`src/rtl/cnn_pkg.sv`:
```
// Shared definitions for the CNN feature-map pipeline: default geometry and the pixel type.
package cnn_pkg;

    localparam int DEF_DATA_WIDTH = 8;
    localparam int DEF_IMG_W      = 28;
    localparam int DEF_IMG_H      = 28;

    // Signed two's-complement feature-map pixel at the default width.
    typedef logic signed [DEF_DATA_WIDTH-1:0] pixel_t;

endpackage

```
`src/rtl/conv33_window_if.sv`:
```
// Pixel stream in / 3x3 window stream out of the window generator.
// The slave side is the window generator. The master side is the pixel source and window consumer.
interface conv33_window_if
    import cnn_pkg::*;
#(
    parameter int DATA_WIDTH = DEF_DATA_WIDTH
);

    logic                         pix_valid;
    logic                         pix_sof;
    logic signed [DATA_WIDTH-1:0] pix_in;

    logic                         win_valid;
    logic                         win_last;
    logic                         frame_done;
    logic signed [DATA_WIDTH-1:0] data_0_0, data_0_1, data_0_2;
    logic signed [DATA_WIDTH-1:0] data_1_0, data_1_1, data_1_2;
    logic signed [DATA_WIDTH-1:0] data_2_0, data_2_1, data_2_2;

    modport master (
        output pix_valid, pix_sof, pix_in,
        input  win_valid, win_last, frame_done,
        input  data_0_0, data_0_1, data_0_2,
        input  data_1_0, data_1_1, data_1_2,
        input  data_2_0, data_2_1, data_2_2
    );

    modport slave (
        input  pix_valid, pix_sof, pix_in,
        output win_valid, win_last, frame_done,
        output data_0_0, data_0_1, data_0_2,
        output data_1_0, data_1_1, data_1_2,
        output data_2_0, data_2_1, data_2_2
    );

endinterface

```
`src/rtl/conv33_line_buf.sv`:
```
// One image row of storage with an asynchronous read and a synchronous write at the same address.
// A read in the same cycle as a write returns the old contents.
module conv33_line_buf #(
    parameter int WIDTH  = 8,
    parameter int DEPTH  = 28,
    parameter int ADDR_W = $clog2(DEPTH)
) (
    input  logic              clk,
    input  logic              we,
    input  logic [ADDR_W-1:0] addr,
    input  logic [WIDTH-1:0]  wdata,
    output logic [WIDTH-1:0]  rdata
);

    logic [WIDTH-1:0] mem [DEPTH];

    assign rdata = mem[addr];

    // Write the accepted column; the old value stays visible on rdata until the edge.
    // NOTE: the storage has no reset. Every entry is rewritten before it is used, and
    // leaving out the reset keeps the array mappable to RAM.
    always_ff @(posedge clk) begin
        if (we) begin
            mem[addr] <= wdata;
        end
    end

endmodule

```
`src/rtl/conv33_window.sv`:
```
// Streaming 3x3 window generator ("valid" convolution, no padding).
// It tracks the raster position, keeps the two previous rows in line buffers, and
// presents a registered 3x3 neighbourhood with valid/last/frame-done strobes.
module conv33_window
    import cnn_pkg::*;
#(
    parameter int DATA_WIDTH = DEF_DATA_WIDTH,
    parameter int IMG_W      = DEF_IMG_W,
    parameter int IMG_H      = DEF_IMG_H,
    parameter int COL_W      = $clog2(IMG_W),
    parameter int ROW_W      = $clog2(IMG_H)
) (
    input  logic           clk,
    input  logic           rst,
    conv33_window_if.slave bus
);

    localparam logic [COL_W-1:0] COL_LAST = COL_W'(IMG_W - 1);
    localparam logic [ROW_W-1:0] ROW_LAST = ROW_W'(IMG_H - 1);

    logic [COL_W-1:0]             col;
    logic [ROW_W-1:0]             row;
    logic [COL_W-1:0]             col_eff;
    logic [ROW_W-1:0]             row_eff;
    logic                         at_frame_end;
    logic                         in_grid;
    logic                         lb_we;
    logic [DATA_WIDTH-1:0]        top_rd;
    logic [DATA_WIDTH-1:0]        mid_rd;
    logic signed [DATA_WIDTH-1:0] win [3][3];
    logic                         win_valid_q;
    logic                         win_last_q;
    logic                         frame_done_q;

    // Position of the pixel presented this cycle. Start-of-frame pins it to (0,0).
    // NOTE: combinational logic uses blocking '=' and assigns every output first, so
    // no output is left unassigned on any path and no latch can be inferred.
    always_comb begin
        col_eff      = col;
        row_eff      = row;
        if (bus.pix_sof) begin
            col_eff = '0;
            row_eff = '0;
        end
        at_frame_end = (row_eff == ROW_LAST) && (col_eff == COL_LAST);
        in_grid      = (row_eff >= ROW_W'(2)) && (col_eff >= COL_W'(2));
    end

    assign lb_we = bus.pix_valid && !rst;

    // Row r-2 storage, fed from the row r-1 buffer as it is overwritten.
    conv33_line_buf #(
        .WIDTH (DATA_WIDTH),
        .DEPTH (IMG_W),
        .ADDR_W(COL_W)
    ) u_lb_top (
        .clk  (clk),
        .we   (lb_we),
        .addr (col_eff),
        .wdata(mid_rd),
        .rdata(top_rd)
    );

    // Row r-1 storage, fed from the incoming pixel.
    conv33_line_buf #(
        .WIDTH (DATA_WIDTH),
        .DEPTH (IMG_W),
        .ADDR_W(COL_W)
    ) u_lb_mid (
        .clk  (clk),
        .we   (lb_we),
        .addr (col_eff),
        .wdata(bus.pix_in),
        .rdata(mid_rd)
    );

    // Raster counters. They advance only on accepted pixels and wrap at the end of a row and of a frame.
    // NOTE: clocked state uses non-blocking '<=' so that every register samples pre-edge values.
    always_ff @(posedge clk) begin
        if (rst) begin
            col <= '0;
            row <= '0;
        end else if (bus.pix_valid) begin
            if (col_eff == COL_LAST) begin
                col <= '0;
                row <= (row_eff == ROW_LAST) ? '0 : row_eff + ROW_W'(1);
            end else begin
                col <= col_eff + COL_W'(1);
                row <= row_eff;
            end
        end
    end

    // Shift the window one column left and load the new right column: top, middle, incoming.
    always_ff @(posedge clk) begin
        if (rst) begin
            for (int i = 0; i < 3; i++) begin
                for (int j = 0; j < 3; j++) begin
                    win[i][j] <= '0;
                end
            end
        end else if (bus.pix_valid) begin
            for (int i = 0; i < 3; i++) begin
                win[i][0] <= win[i][1];
                win[i][1] <= win[i][2];
            end
            win[0][2] <= top_rd;
            win[1][2] <= mid_rd;
            win[2][2] <= bus.pix_in;
        end
    end

    // Registered strobes. A window is complete once two rows and two columns lie above and to the left of the pixel.
    always_ff @(posedge clk) begin
        if (rst) begin
            win_valid_q  <= 1'b0;
            win_last_q   <= 1'b0;
            frame_done_q <= 1'b0;
        end else begin
            win_valid_q  <= bus.pix_valid && in_grid;
            win_last_q   <= bus.pix_valid && in_grid && at_frame_end;
            frame_done_q <= bus.pix_valid && at_frame_end;
        end
    end

    assign bus.win_valid  = win_valid_q;
    assign bus.win_last   = win_last_q;
    assign bus.frame_done = frame_done_q;
    assign bus.data_0_0   = win[0][0];
    assign bus.data_0_1   = win[0][1];
    assign bus.data_0_2   = win[0][2];
    assign bus.data_1_0   = win[1][0];
    assign bus.data_1_1   = win[1][1];
    assign bus.data_1_2   = win[1][2];
    assign bus.data_2_0   = win[2][0];
    assign bus.data_2_1   = win[2][1];
    assign bus.data_2_2   = win[2][2];

endmodule

```
`src/flat_wrapper.sv`:
```
// flat-port wrapper written by rule: the top's interface ports become plain ports
module conv33_window_flat import cnn_pkg::*;
#(
    parameter int DATA_WIDTH = DEF_DATA_WIDTH,
    parameter int IMG_W      = DEF_IMG_W,
    parameter int IMG_H      = DEF_IMG_H,
    parameter int COL_W      = $clog2(IMG_W),
    parameter int ROW_W      = $clog2(IMG_H)
)
  (clk, rst, bus_pix_valid, bus_pix_sof, bus_pix_in, bus_win_valid, bus_win_last, bus_frame_done, bus_data_0_0, bus_data_0_1, bus_data_0_2, bus_data_1_0, bus_data_1_1, bus_data_1_2, bus_data_2_0, bus_data_2_1, bus_data_2_2);
  conv33_window_if #(.DATA_WIDTH(DATA_WIDTH)) bus_i ();
  input  logic clk;
  input  logic rst;
  input wire logic [$bits(bus_i.pix_valid)-1:0] bus_pix_valid;
  input wire logic [$bits(bus_i.pix_sof)-1:0] bus_pix_sof;
  input wire logic [$bits(bus_i.pix_in)-1:0] bus_pix_in;
  output wire logic [$bits(bus_i.win_valid)-1:0] bus_win_valid;
  output wire logic [$bits(bus_i.win_last)-1:0] bus_win_last;
  output wire logic [$bits(bus_i.frame_done)-1:0] bus_frame_done;
  output wire logic [$bits(bus_i.data_0_0)-1:0] bus_data_0_0;
  output wire logic [$bits(bus_i.data_0_1)-1:0] bus_data_0_1;
  output wire logic [$bits(bus_i.data_0_2)-1:0] bus_data_0_2;
  output wire logic [$bits(bus_i.data_1_0)-1:0] bus_data_1_0;
  output wire logic [$bits(bus_i.data_1_1)-1:0] bus_data_1_1;
  output wire logic [$bits(bus_i.data_1_2)-1:0] bus_data_1_2;
  output wire logic [$bits(bus_i.data_2_0)-1:0] bus_data_2_0;
  output wire logic [$bits(bus_i.data_2_1)-1:0] bus_data_2_1;
  output wire logic [$bits(bus_i.data_2_2)-1:0] bus_data_2_2;
  assign bus_i.pix_valid = bus_pix_valid;
  assign bus_i.pix_sof = bus_pix_sof;
  assign bus_i.pix_in = bus_pix_in;
  assign bus_win_valid = bus_i.win_valid;
  assign bus_win_last = bus_i.win_last;
  assign bus_frame_done = bus_i.frame_done;
  assign bus_data_0_0 = bus_i.data_0_0;
  assign bus_data_0_1 = bus_i.data_0_1;
  assign bus_data_0_2 = bus_i.data_0_2;
  assign bus_data_1_0 = bus_i.data_1_0;
  assign bus_data_1_1 = bus_i.data_1_1;
  assign bus_data_1_2 = bus_i.data_1_2;
  assign bus_data_2_0 = bus_i.data_2_0;
  assign bus_data_2_1 = bus_i.data_2_1;
  assign bus_data_2_2 = bus_i.data_2_2;
  conv33_window #(.DATA_WIDTH(DATA_WIDTH), .IMG_W(IMG_W), .IMG_H(IMG_H), .COL_W(COL_W), .ROW_W(ROW_W)) u_core (.clk(clk), .rst(rst), .bus(bus_i));
endmodule
```
`config.mk`:
```
export PLATFORM = sky130hd
export DESIGN_NAME = conv33_window_flat
export DESIGN_NICKNAME = d
export VERILOG_FILES = /design/src/rtl/cnn_pkg.sv /design/src/rtl/conv33_window_if.sv /design/src/rtl/conv33_line_buf.sv /design/src/rtl/conv33_window.sv /design/src/flat_wrapper.sv
export SDC_FILE = /design/constraint.sdc
export NUM_CORES = 1
export LEC_CHECK = 0
export ABC_AREA = 1
export CORE_UTILIZATION = 61
export DETAILED_ROUTE_END_ITERATION = 7
export HOLD_SLACK_MARGIN = 0.1
export PLACE_DENSITY = 0.81
export SLEW_MARGIN = 30
export SYNTH_ARGS = -nofsm -noshare
export SYNTH_HDL_FRONTEND = slang
export SYNTH_HIERARCHICAL = 1
export SYNTH_SLANG_ARGS = --single-unit
```
`constraint.sdc`:
```
create_clock -name clk -period 2.5 [get_ports clk]
set_input_delay 0.25 -clock clk [delete_from_list [all_inputs] [get_ports clk]]
set_output_delay 0.25 -clock clk [all_outputs]
set_load 0.01 [all_outputs]
```
* Word-level counts from Yosys, hierarchy flattened
Memories as Yosys holds them, arrays and structs flattened.
Index checks and enable logic that the tools add are counted.
Widths: inputs -> output; s select.
** Storage, ports and cells
- Register bits :: 13
- Bits in writable memories :: 520
- Input port bits :: 12
- Output and inout port bits :: 75
- Word-level logic and storage cells :: 51
- Memories :: 3
** Memories
- u_core.u_lb_mid.mem :: depth 28, width 8, read ports 1, clocked after Yosys merged registers in 0, wr ports 1, line conv33_line_buf.sv:15 : logic [WIDTH-1:0] mem [DEPTH];
- u_core.u_lb_top.mem :: depth 28, width 8, read ports 1, clocked after Yosys merged registers in 0, wr ports 1, line conv33_line_buf.sv:15
- u_core.win :: depth 3, width 24, read ports 3, clocked after Yosys merged registers in 0, wr ports 3, line conv33_window.sv:30 : logic signed [DATA_WIDTH-1:0] win [3][3];
** Operators by class
- Add/subtract/negate cells :: 2
- Magnitude comparators :: 2
- Equality and inequality tests :: 2
- Multiplexer cells :: 21
- Bitwise gates (word level) :: 9
- Reduce and logical (&&, ||, !) cells :: 7
** Operator list (number)
- $mux 8 :: 9
- $mux 5 :: 5
- $add 5x1->5 const B :: 2
- $eq 5x5->1 const B :: 2
- $ge 5x2->1 const B :: 2
- $or 1x1->1 :: 9
- $mux 1 :: 7
- $logic_and 1x1->1 :: 6
- $logic_not 1->1 :: 1

* Logic depth before layout (Yosys ltp)
Gate-level depths: netlist (run 1).
- Depth after elaboration :: 5
- Mapped depth :: 18
- Gate-level depth less buffers :: 14

* Cells and area by module
Netlist (run 1), hierarchy kept.
** Modules (own cells, without submodules)
- conv33_line_buf :: times used 2, cells an instance 909, area an instance 9414.0 µm², sequential area each 6726.5 µm²
- conv33_window :: times used 1, cells an instance 352, area an instance 3534.6 µm², sequential area each 2422.3 µm²

* Worst setup path before layout (run 1)
Ideal clock, no wire load.
- Path type :: input -> register
- From :: input port bus_pix_valid
- To :: memory u_core/win[0][0] (netlist bit), enable pin
- Setup time :: 0.428 ns
- Arrival :: 1.793 ns
- Required time :: 2.072 ns
- Slack :: 0.279 ns
- Cell stages on the path :: 2
- Path buffers :: 0
- Cell sequence :: nor2_1 > inv_1
** RTL lines
- start, declared :: line flat_wrapper.sv:14 : input wire logic [$bits(bus_i.pix_valid)-1:0] bus_pix_valid;
- end, declared :: line conv33_window.sv:30

==> metrics.yaml, run 1 <==
syn_area_um2: 22400
clkPwrFrac_pct: 40.3
antenna_cells: 0
cp-end-kind: "register"
grt_pass1_vias: 16200
core_um2: 35800
worstMarginPinSlew_ns: 0.687
status: "complete, but fails checks"
fin_crit_ns: 2.32
placed_area_um2: 25100
synth-adder-area-share_pct: 0
synth-async-reset-ratio_pct: 0
synthFlopType: "edfxtp_1"
drive_above_1_share_pct: 11.7
yosysSeqAreaShare_pct: 71.0
synth_fp_nets: 2182
timing.final.crit_share_pct: 92.8
routed_wl_um: 54500
synth_top_family_by_area: "simple AND/OR/NAND/NOR gates"
max-cap-violations: 0
io_buffers: 86
grt_start_max_net_pins: 66
ys_types: 23
synth_compound_area_share_pct: 0.252
grt_antenna_before_repair: 0
synth_most_common_cell: "nand2_1"
die_area_um2: 37400
synthMuxAreaShare_pct: 0
fin_nets: 2411
report.final.slew_viol_count: 0
viasPerCell: 5.53
cts_root_buf: "clkbuf_16"
synthTopCellsByArea: "edfxtp_1, nand2_1, nor2_1, inv_1, dfxtp_1"
ios: 87
cts_max_path_buffers: 3
power_frac_comb_pct: 7.0
cp.arrival_ns: 2.64
hp-class: "register to register"
cp.required_ns: 2.82
h-tree-depth: 2
cts_buffers: 51
hold_violations: 0
violations: "DRC"
routabilityCongestion: 0.953
ys_top_cells_by_count: "nand2_1, edfxtp_1, nor2_1"
yosys_register_bits: 533
synth_top_area_cell: "edfxtp_1"
leakage_nw: 11.2
cp_max_fo: 35
clkLatencyLatePin_ns: 0.59
drc: 11
p_int_mw: 14.8
final_area_um2: 26700
yosys_warnings: 6
synth_top_cell_area_share_pct: 69.8
synth-edff-count: 520
grt_pass1_wl_um: 85700
areaGrowthSynthToFinish_pct: 19.5
switching_share_pct: 21.8
seqPwrFrac_pct: 52.7
start_kind: "register"
hold_buffers: 0
crit_type: "register to register"
dieWidth_um: 193
peakVddDrop_uv: 614
maxSlewHeadroom_pct: 54.0
clkTransAtPathRegs_ns: 0.07
avgSynthCellArea_um2: 10.3
yosys.area_share.simple_pct: 24.6
setup_viol: 0
rows: 69
cts_tree: "done"
hold_slack_ns: 0.491
power_mw: 19.0
switchingPower_mw: 4.13
dr.pass1.iters: 8
dp_hpwl_um: 34700
netlist_instances: 2170
start_util_pct: 62.4
track_usage_pct: 29.8
power.density_nw_per_um2: 710
detail-route-antenna-nets: 0
rsz0062_at_grt: "false"
fmax_mhz: 431
grt_overflow_total: 0
cts.sinks: 533
wl_per_cell_um: 18.8
synth_xor_area_share_pct: 0
die_y_um: 193
vias: 16000
drtIter0Drc: 1780
skew_ns: 0.0238
area by class of cell:
type                            count  area [um2]
Multi-Input combinational cell   1432        5580
Sequential cell                   533       15900
Clock buffer                       61        1360
Tap cell                          461         577
Clock inverter                     33         300
Fill cell                        2109        9100
Timing Repair Buffer              260        2580
Inverter                          121         459
state kept, by name, summed over array words and instances (netlist names):
register / cells
u_core/bus.frame_done: 1
u_core/bus.win_last: 1
u_core/bus.win_valid: 1
u_core/col: 5
u_core/row: 5
u_core/u_lb_mid/mem: 224
u_core/u_lb_top/mem: 224
u_core/win: 72
power groups by stage:
stage	sequential (mW)	clock (mW)	combinational [mW]
global placement	10.2	0	1.26
detailed placement	10.2	0	1.30
floorplan	10.2	0	0.540
finish	10.0	7.64	1.33
CTS	10.0	7.70	1.31
global route	10.0	8.04	1.43
metal layers:
metal	up-vias	track usage, %	wire [um]
met5	-	0	0
met4	0	13.9	2240
met3	148	5.16	4980
met2	899	51.0	27100
met1	7570	37.1	20200
li1	7414	-	-
stage by stage:
| step | setup WS, ns | setup TNS [ns] | utilization (%) | std cells |
|---|---|---|---|---|
| CTS | 0.202 | 0 | 74.6 | 2901 |
| global route | 0.0376 | 0 | 74.6 | 2901 |
| floorplan | 0.279 | 0 | - | 2170 |
| finish | 0.179 | 0 | 74.6 | 2901 |
| detailed placement | -0.184 | -30.14 | 70.0 | 2807 |
| global placement | -0.0955 | -10.94 | 70.0 | 2807 |
worst paths after layout:
path                               startpoint                end  slack (ns)  cells after the start
worst min register to register  u_core/col[3]      u_core/col[3]        0.49                      2
worst max register to register  u_core/col[0]  u_core/win[0][26]        0.18                     15
worst max-delay path            u_core/col[0]  u_core/win[0][26]        0.18                     15
worst min-delay path            u_core/col[3]      u_core/col[3]        0.49                      2
logic make-up (layout without fill, tap and decap cells):
kind of cell / Yosys count / in the layout
AO/OA/AOI/OAI: 11 / 11
AND/OR/NAND/NOR: 1421 / 1421
buffers and inverters: 205 / 475
flip-flops: 533 / 533
worst max-delay path, cell delays in order (launching register included):
cell     delay (ns)
dfxtp_1        0.40
nand2_1        0.16
inv_6          0.12
inv_2          0.06
buf_4          0.26
nand2_1        0.12
nand2_1        0.06
nand2_1        0.07
nand2_1        0.11
nand2_1        0.08
nand2_1        0.07
nor2_1         0.16
nand2_1        0.10
buf_4          0.18
inv_1          0.06
nor2_1         0.04
cell usage in the layout, fill, tap and decap left out, types with 4 or more instances in the layout:
cell	synthesis	layout
clkinv_1	2	10
nor3_1	4	4
nor2_2	6	5
edfxtp_1	520	520
nor2_4	3	5
inv_1	111	109
clkbuf_16	0	53
nand3_1	28	28
clkdlybuf4s50_1	0	86
nand2_1	1163	1163
nor3_2	10	10
nor2_1	204	203
inv_2	8	9
bufinv_16	0	5
clkinvlp_4	0	5
buf_4	13	141
dfxtp_1	13	13
clkbuf_1	21	8
clkinv_2	0	13
buf_12	0	33
o21ai_0	6	6
repair_timing:
item | in CTS | in global routing
setup buffers | 0 | 0
setup endpoints to repair | 0 | 1
resized for setup | 0 | 1
Note: power is estimated with default switching activity, not from simulation.
==> run 2: changes to the inputs <==
--- a/config.mk
+++ b/config.mk
@@ -5,11 +5,11 @@
 export SDC_FILE = /design/constraint.sdc
 export NUM_CORES = 1
 export LEC_CHECK = 0
-export ABC_AREA = 1
-export CORE_UTILIZATION = 61
+export ABC_CLOCK_PERIOD_IN_PS = 2500
+export CORE_UTILIZATION = 60
 export DETAILED_ROUTE_END_ITERATION = 7
 export HOLD_SLACK_MARGIN = 0.1
-export PLACE_DENSITY = 0.81
+export PLACE_DENSITY = 0.8
 export SLEW_MARGIN = 30
 export SYNTH_ARGS = -nofsm -noshare
 export SYNTH_HDL_FRONTEND = slang
==> metrics.yaml, run 2 <==
hp-class: "primary input to register"
synth-async-reset-ratio_pct: 0  # unchanged
dr.pass1.iters: 6  # -2
cp.arrival_ns: 2.94  # +0.30 ns
synthTopCellsByArea: "edfxtp_1, mux4_2, mux2i_1, and2_1, dfxtp_1"
synth-edff-count: 520  # unchanged
track_usage_pct: 28.6  # -1.2 points
top_layer: "met4"
final_area_um2: 25800  # -3.3%
grt_overflow_total: 0  # unchanged
synth_compound_area_share_pct: 2.96  # +2.7 points
placed_area_um2: 24000  # -4.3%
crit_type: "register to register"
power_mw: 18.6  # -2.1%
detail-route-antenna-nets: 0  # unchanged
fin_nets: 1468  # -39%
ios: 87  # unchanged
cts_tree: "done"
wl_met3_um: 5300  # +6.5%
wl_met2_um: 24300  # -10%
grt_start_max_net_pins: 73  # +11%
power_frac_comb_pct: 5.8  # -1.2 points
fmax_mhz: 399  # -7.4%
vias: 12200  # -24%
h-tree-depth: 2  # unchanged
skew_ns: 0.0153  # -0.00852 ns
leakage_nw: 8.63  # -23%
synth_top_family_by_area: "multiplexers"
routabilityCongestion: 0.927  # -2.7%
r2r-start: "u_core/col[4]"
drc: 0  # -11
core_um2: 34500  # -3.8%
viasPerCell: 6.26  # +13%
drive_above_1_share_pct: 26.8  # +15 points
clkTransAtPathRegs_ns: 0.07  # about the same
critPathLaunch: "u_core/col[4]"
synthFlopType: "edfxtp_1"
violations: "setup timing"
syn_area_um2: 20900  # -6.5%
rsz0062_at_grt: "true"
power.density_nw_per_um2: 719  # +1.2%
cp.required_ns: 2.94  # +0.12 ns
setup_viol: 1  # +1
ys_top_cells_by_count: "edfxtp_1, mux2i_1, and2_1"
yosys_warnings: 6  # unchanged
synth_xor_area_share_pct: 0  # unchanged
cts_max_path_buffers: 3  # unchanged
p_int_mw: 14.8  # about the same
switchingPower_mw: 3.72  # -9.8%
hold_violations: 0  # unchanged
clkLatencyLatePin_ns: 0.57  # -0.02 ns
cts_buffers: 50  # -2.0%
maxSlewHeadroom_pct: 32.2  # -22 points
place_ws_ns: -0.674  # -0.490 ns
clkPwrFrac_pct: 40.3  # about the same
setup_slack_ns: -0.00677  # -0.186 ns
cts_root_buf: "clkbuf_16"
hp-start: "rst"
timing.final.crit_share_pct: 100  # +7.4 points
synth-adder-area-share_pct: 0  # unchanged
synth_top_area_cell: "edfxtp_1"
rows: 68  # -1.4%
grt_pass1_vias: 12300  # -24%
yosysSeqAreaShare_pct: 75.9  # +4.9 points
yosys_register_bits: 533  # unchanged
report.final.slew_viol_count: 0  # unchanged
cp_max_fo: 9  # -74%
status: "complete, but fails checks"
synth_fp_nets: 1155  # -47%
avgSynthCellArea_um2: 18.3  # +78%
wl_met1_um: 18700  # -7.4%
ys_types: 49  # +110%
layout_commonest_cell: "edfxtp_1"
io_buffers: 86  # unchanged
hold_buffers: 0  # unchanged
die_y_um: 189  # -2.5%
cp-end-kind: "register"
peakVddDrop_uv: 646  # +5.2%
drtIter0Drc: 1613  # -9.4%
grt_pass1_wl_um: 74500  # -13%
synth_most_common_cell: "edfxtp_1"
mostFrequentLayoutCells: "edfxtp_1, buf_4, mux2i_1"
routed_wl_um: 49700  # -8.7%
max-cap-violations: 0  # unchanged
wl_per_cell_um: 25.5  # +36%
start_kind: "register"
yosys.area_share.simple_pct: 7.69  # -17 points
areaGrowthSynthToFinish_pct: 23.5
cts.sinks: 533  # unchanged
dieWidth_um: 189  # -2.5%
grt_antenna_before_repair: 0  # unchanged
seqPwrFrac_pct: 53.9  # +1.2 points
top_regs: "u_core/u_lb_mid/mem (224), u_core/u_lb_top/mem (224), u_core/win (72)"
fin_crit_ns: 2.51  # +0.186 ns
worstMarginPinSlew_ns: 1.01  # +0.322 ns
synthMuxAreaShare_pct: 11.6  # +12 points
synth_top_cell_area_share_pct: 74.7  # +4.8 points
switching_share_pct: 20.1  # -1.7 points
dp_hpwl_um: 32100  # -7.5%
antenna_cells: 0  # unchanged
die_area_um2: 35600  # -4.9%
start_util_pct: 60.7  # -1.7 points
netlist_instances: 1143  # -47%
final_util_pct: 75.0  # +0.37 points
-- run 2: power groups by stage --
stage,registers [mW],clock network [mW],logic [mW]
final,10.0,7.48,1.08
after global placement,10.2,0,0.993
after global routing,10.0,7.87,1.14
after floorplan,10.2,0,0.409
after CTS,10.0,7.56,1.06
after detailed placement,10.2,0,1.02
-- run 2: cells by family after synthesis --
kind of cell / after synthesis
AOI/OAI and AO/OA: 91
buffers and inverters: 69
and+or+nand+nor: 292
muxes: 158
DFF: 533
-- run 2: per-layer routing --
layer / vias up / global-route usage, %
met2: 826 / 46.7
met5: - / 0
met4: 0 / 9.03
met1: 6106 / 39.5
li1: 5160 / -
met3: 111 / 5.18
-- run 2: path summary, 6_finish.rpt --
check / endpoint / slack, ns / depth (start not counted)
worst min register to register: u_core/col[4] / 0.52 / 1
worst min-delay path: u_core/col[1] / 0.41 / 3
worst max-delay path: u_core/win[0][7] / -0.007 / 8
worst max register to register: u_core/win[0][7] / -0.007 / 8
-- run 2: stage by stage --
step / hold slack [ns] / TNS, ns / std cells
finish: 0.405 / -0.00677 / 1949
global placement: 0.517 / -178.27 / 1851
detailed placement: 0.515 / -191.74 / 1851
floorplan: 0.315 / -3.70 / 1143
CTS: 0.381 / -0.264 / 1948
global route: 0.424 / -0.417 / 1949
-- run 2: critical path, stage by stage (launching register included) --
cell	delay (ns)
dfxtp_1	0.39
nor2b_4	0.32
buf_4	0.24
buf_4	0.18
mux4_2	0.19
inv_1	0.06
a2111oi_1	0.70
or3_1	0.20
and2_1	0.11
-- run 2: layout make-up --
class	instances	area, um2
clock buffers	76	1450
inverters	7	26.3
flip-flops and latches	533	15900
well taps	455	569
repair buffers	323	2980
multi-input cells	541	4770
clock inverters	14	159
fillers	1819	8630
-- run 2: what timing repair did --
item | in CTS | in global routing
pin swaps | 0 | 0
endpoints found under the setup margin | 243 | 166
resized for setup | 9 | 14
setup buffers | 7 | 1
==> run 3: changes to the inputs <==
--- a/config.mk
+++ b/config.mk
@@ -7,9 +7,11 @@
 export LEC_CHECK = 0
 export ABC_CLOCK_PERIOD_IN_PS = 2500
 export CORE_UTILIZATION = 60
+export CTS_CLUSTER_DIAMETER = 100
 export DETAILED_ROUTE_END_ITERATION = 7
 export HOLD_SLACK_MARGIN = 0.1
 export PLACE_DENSITY = 0.8
+export SKIP_LAST_GASP = 1
 export SLEW_MARGIN = 30
 export SYNTH_ARGS = -nofsm -noshare
 export SYNTH_HDL_FRONTEND = slang
==> metrics.yaml, run 3 (synthesis results as in run 2) <==
p_int_mw: 14.8  # about the same
peakVddDrop_uv: 642  # -0.64%
status: "completed"
grt_pass1_vias: 12300  # +0.24%
clkLatencyLatePin_ns: 0.57  # about the same
clkTransAtPathRegs_ns: 0.06  # about the same
rsz0062_at_grt: "true"
crit_type: "register to register"
critPathMaxStageDelay_ns: 0.34  # -0.36 ns
dp_hpwl_um: 32100  # unchanged
cp-end-kind: "register"
rows: 68  # unchanged
top_regs: "u_core/u_lb_mid/mem (224), u_core/u_lb_top/mem (224), u_core/win (72)"
start_util_pct: 60.7  # unchanged
h-tree-depth: 2  # unchanged
seqPwrFrac_pct: 53.9  # about the same
start_kind: "register"
routabilityCongestion: 0.927  # unchanged
cpLargestDelayFamily: "buffers and inverters"
hold_violations: 0  # unchanged
report.final.slew_viol_count: 0  # unchanged
die_area_um2: 35600  # unchanged
instances_no_fill: 1949  # unchanged
timing.final.crit_share_pct: 99.0  # -1.3 points
dieWidth_um: 189  # unchanged
areaGrowthSynthToFinish_pct: 23.5  # about the same
crit_path_frequent_cell: "buf_12"
cts_max_path_buffers: 3  # unchanged
cp.arrival_ns: 2.77  # -0.17 ns
dp.cells: 1851  # unchanged
grt_pass1_wl_um: 74700  # +0.18%
cp_max_fo: 15  # +6
maxSlewHeadroom_pct: 34.9  # +2.6 points
crit_path_top_delay_cell: "dfxtp_1"
cp.required_ns: 2.80  # -0.14 ns
wl_per_cell_um: 25.4  # -0.31%
max-cap-violations: 0  # unchanged
track_usage_pct: 28.6  # +0.036 points
hp-class: "primary input to register"
switchingPower_mw: 3.72  # -0.14%
antenna_cells: 0  # unchanged
grt_start_max_net_pins: 73  # unchanged
cp_cell_sequence: "nor2b_4, buf_12, buf_8, buf_4, buf_12, mux2i_1, o22ai_1, nor3b_1, o21ai_1, and2_1"
ios: 87  # unchanged
fin_nets: 1468  # unchanged
routed_wl_um: 49600  # -0.31%
viasPerCell: 6.29  # +0.39%
fmax_mhz: 404  # +1.3%
hold_buffers: 0  # unchanged
skew_ns: 0.0147  # -0.000601 ns
cts_tree: "done"
vias: 12300  # +0.39%
leakage_nw: 8.63  # about the same
final_area_um2: 25800  # about the same
drc: 0  # unchanged
cts_buffers: 50  # unchanged
cts_root_buf: "clkbuf_16"
grt_overflow_total: 0  # unchanged
drive_above_1_share_pct: 26.9  # +0.067 points
detail-route-antenna-nets: 0  # unchanged
worstMarginPinSlew_ns: 0.974  # -0.0350 ns
mostFrequentLayoutCells: "edfxtp_1, buf_4, mux2i_1"
crit_buf_inv: 4  # +1
dr.pass1.iters: 5  # -1
placed_area_um2: 24000  # unchanged
cts.sinks: 533  # unchanged
grt_antenna_before_repair: 0  # unchanged
fin_crit_ns: 2.47  # -0.0323 ns
setup_tns_ns: 0  # +0.00677 ns
io_buffers: 86  # unchanged
power_frac_comb_pct: 5.8  # about the same
setup_viol: 0  # -1
clkPwrFrac_pct: 40.3  # about the same
core_um2: 34500  # unchanged
power.density_nw_per_um2: 719  # about the same
layout_commonest_cell: "edfxtp_1"
die_y_um: 189  # unchanged
drtIter0Drc: 1581  # -2.0%
switching_share_pct: 20.0  # -0.022 points
run 3: power by group through the flow:
stage          logic (mW)  registers (mW)  clock network (mW)
6_report             1.08            10.0                7.48
2_1_floorplan       0.409            10.2                   0
3_3_place_gp        0.993            10.2                   0
4_1_cts              1.06            10.0                7.56
5_1_grt              1.13            10.0                7.87
3_5_place_dp         1.02            10.2                   0
run 3: cell type report:
cell class                 instances  area [um2]
clock buffer                      76        1450
clock inverter                    14         159
fill                            1815        8630
inverter                           7        26.3
multi-input combinational        541        4770
sequential                       533       15900
tap                              455         569
timing repair buffer             323        2980
run 3: per-layer routing:
layer | share of wire [%] | vias to the layer above | track usage (%)
met4 | 2.8 | 0 | 9.03
met3 | 11 | 109 | 5.48
met1 | 38 | 6138 | 39.5
met2 | 49 | 835 | 46.7
met5 | 0 | - | 0
li1 | - | 5169 | -
run 3: worst paths after layout:
path,end,cells after the start,slack (ns),startpoint
worst min register to register,u_core/col[4],1,0.52,u_core/col[4]
worst min-delay path,u_core/col[1],3,0.41,rst
worst max-delay path,u_core/win[0][1],10,0.03,u_core/col[1]
worst max register to register,u_core/win[0][1],10,0.03,u_core/col[1]
run 3: stage by stage:
step	utilization (%)	setup WS (ns)	hold slack [ns]	power [mW]
6_report	75.0	0.0255	0.406	18.6
5_1_grt	75.0	-0.0260	0.424	19.0
4_1_cts	74.7	-0.0243	0.381	18.6
3_5_place_dp	69.6	-0.674	0.515	11.2
3_3_place_gp	69.6	-0.684	0.517	11.2
2_1_floorplan	-	-0.177	0.315	10.6
run 3: worst register-to-register path: cells and delay by family, from the launching register on:
| kind | cells | cell delay (ns) |
|---|---|---|
| multiplexers | 1 | 0.28 |
| AND/OR/NAND/NOR | 3 | 0.62 |
| buffers and inverters | 4 | 0.69 |
| AO/OA/AOI/OAI | 2 | 0.29 |
| flip-flops | 1 | 0.34 |
run 3: what timing repair did:
action                                  4_1_cts  5_1_grt
setup buffers                                 7        1
endpoints found under the setup margin      243      166
resized for setup                             8       15
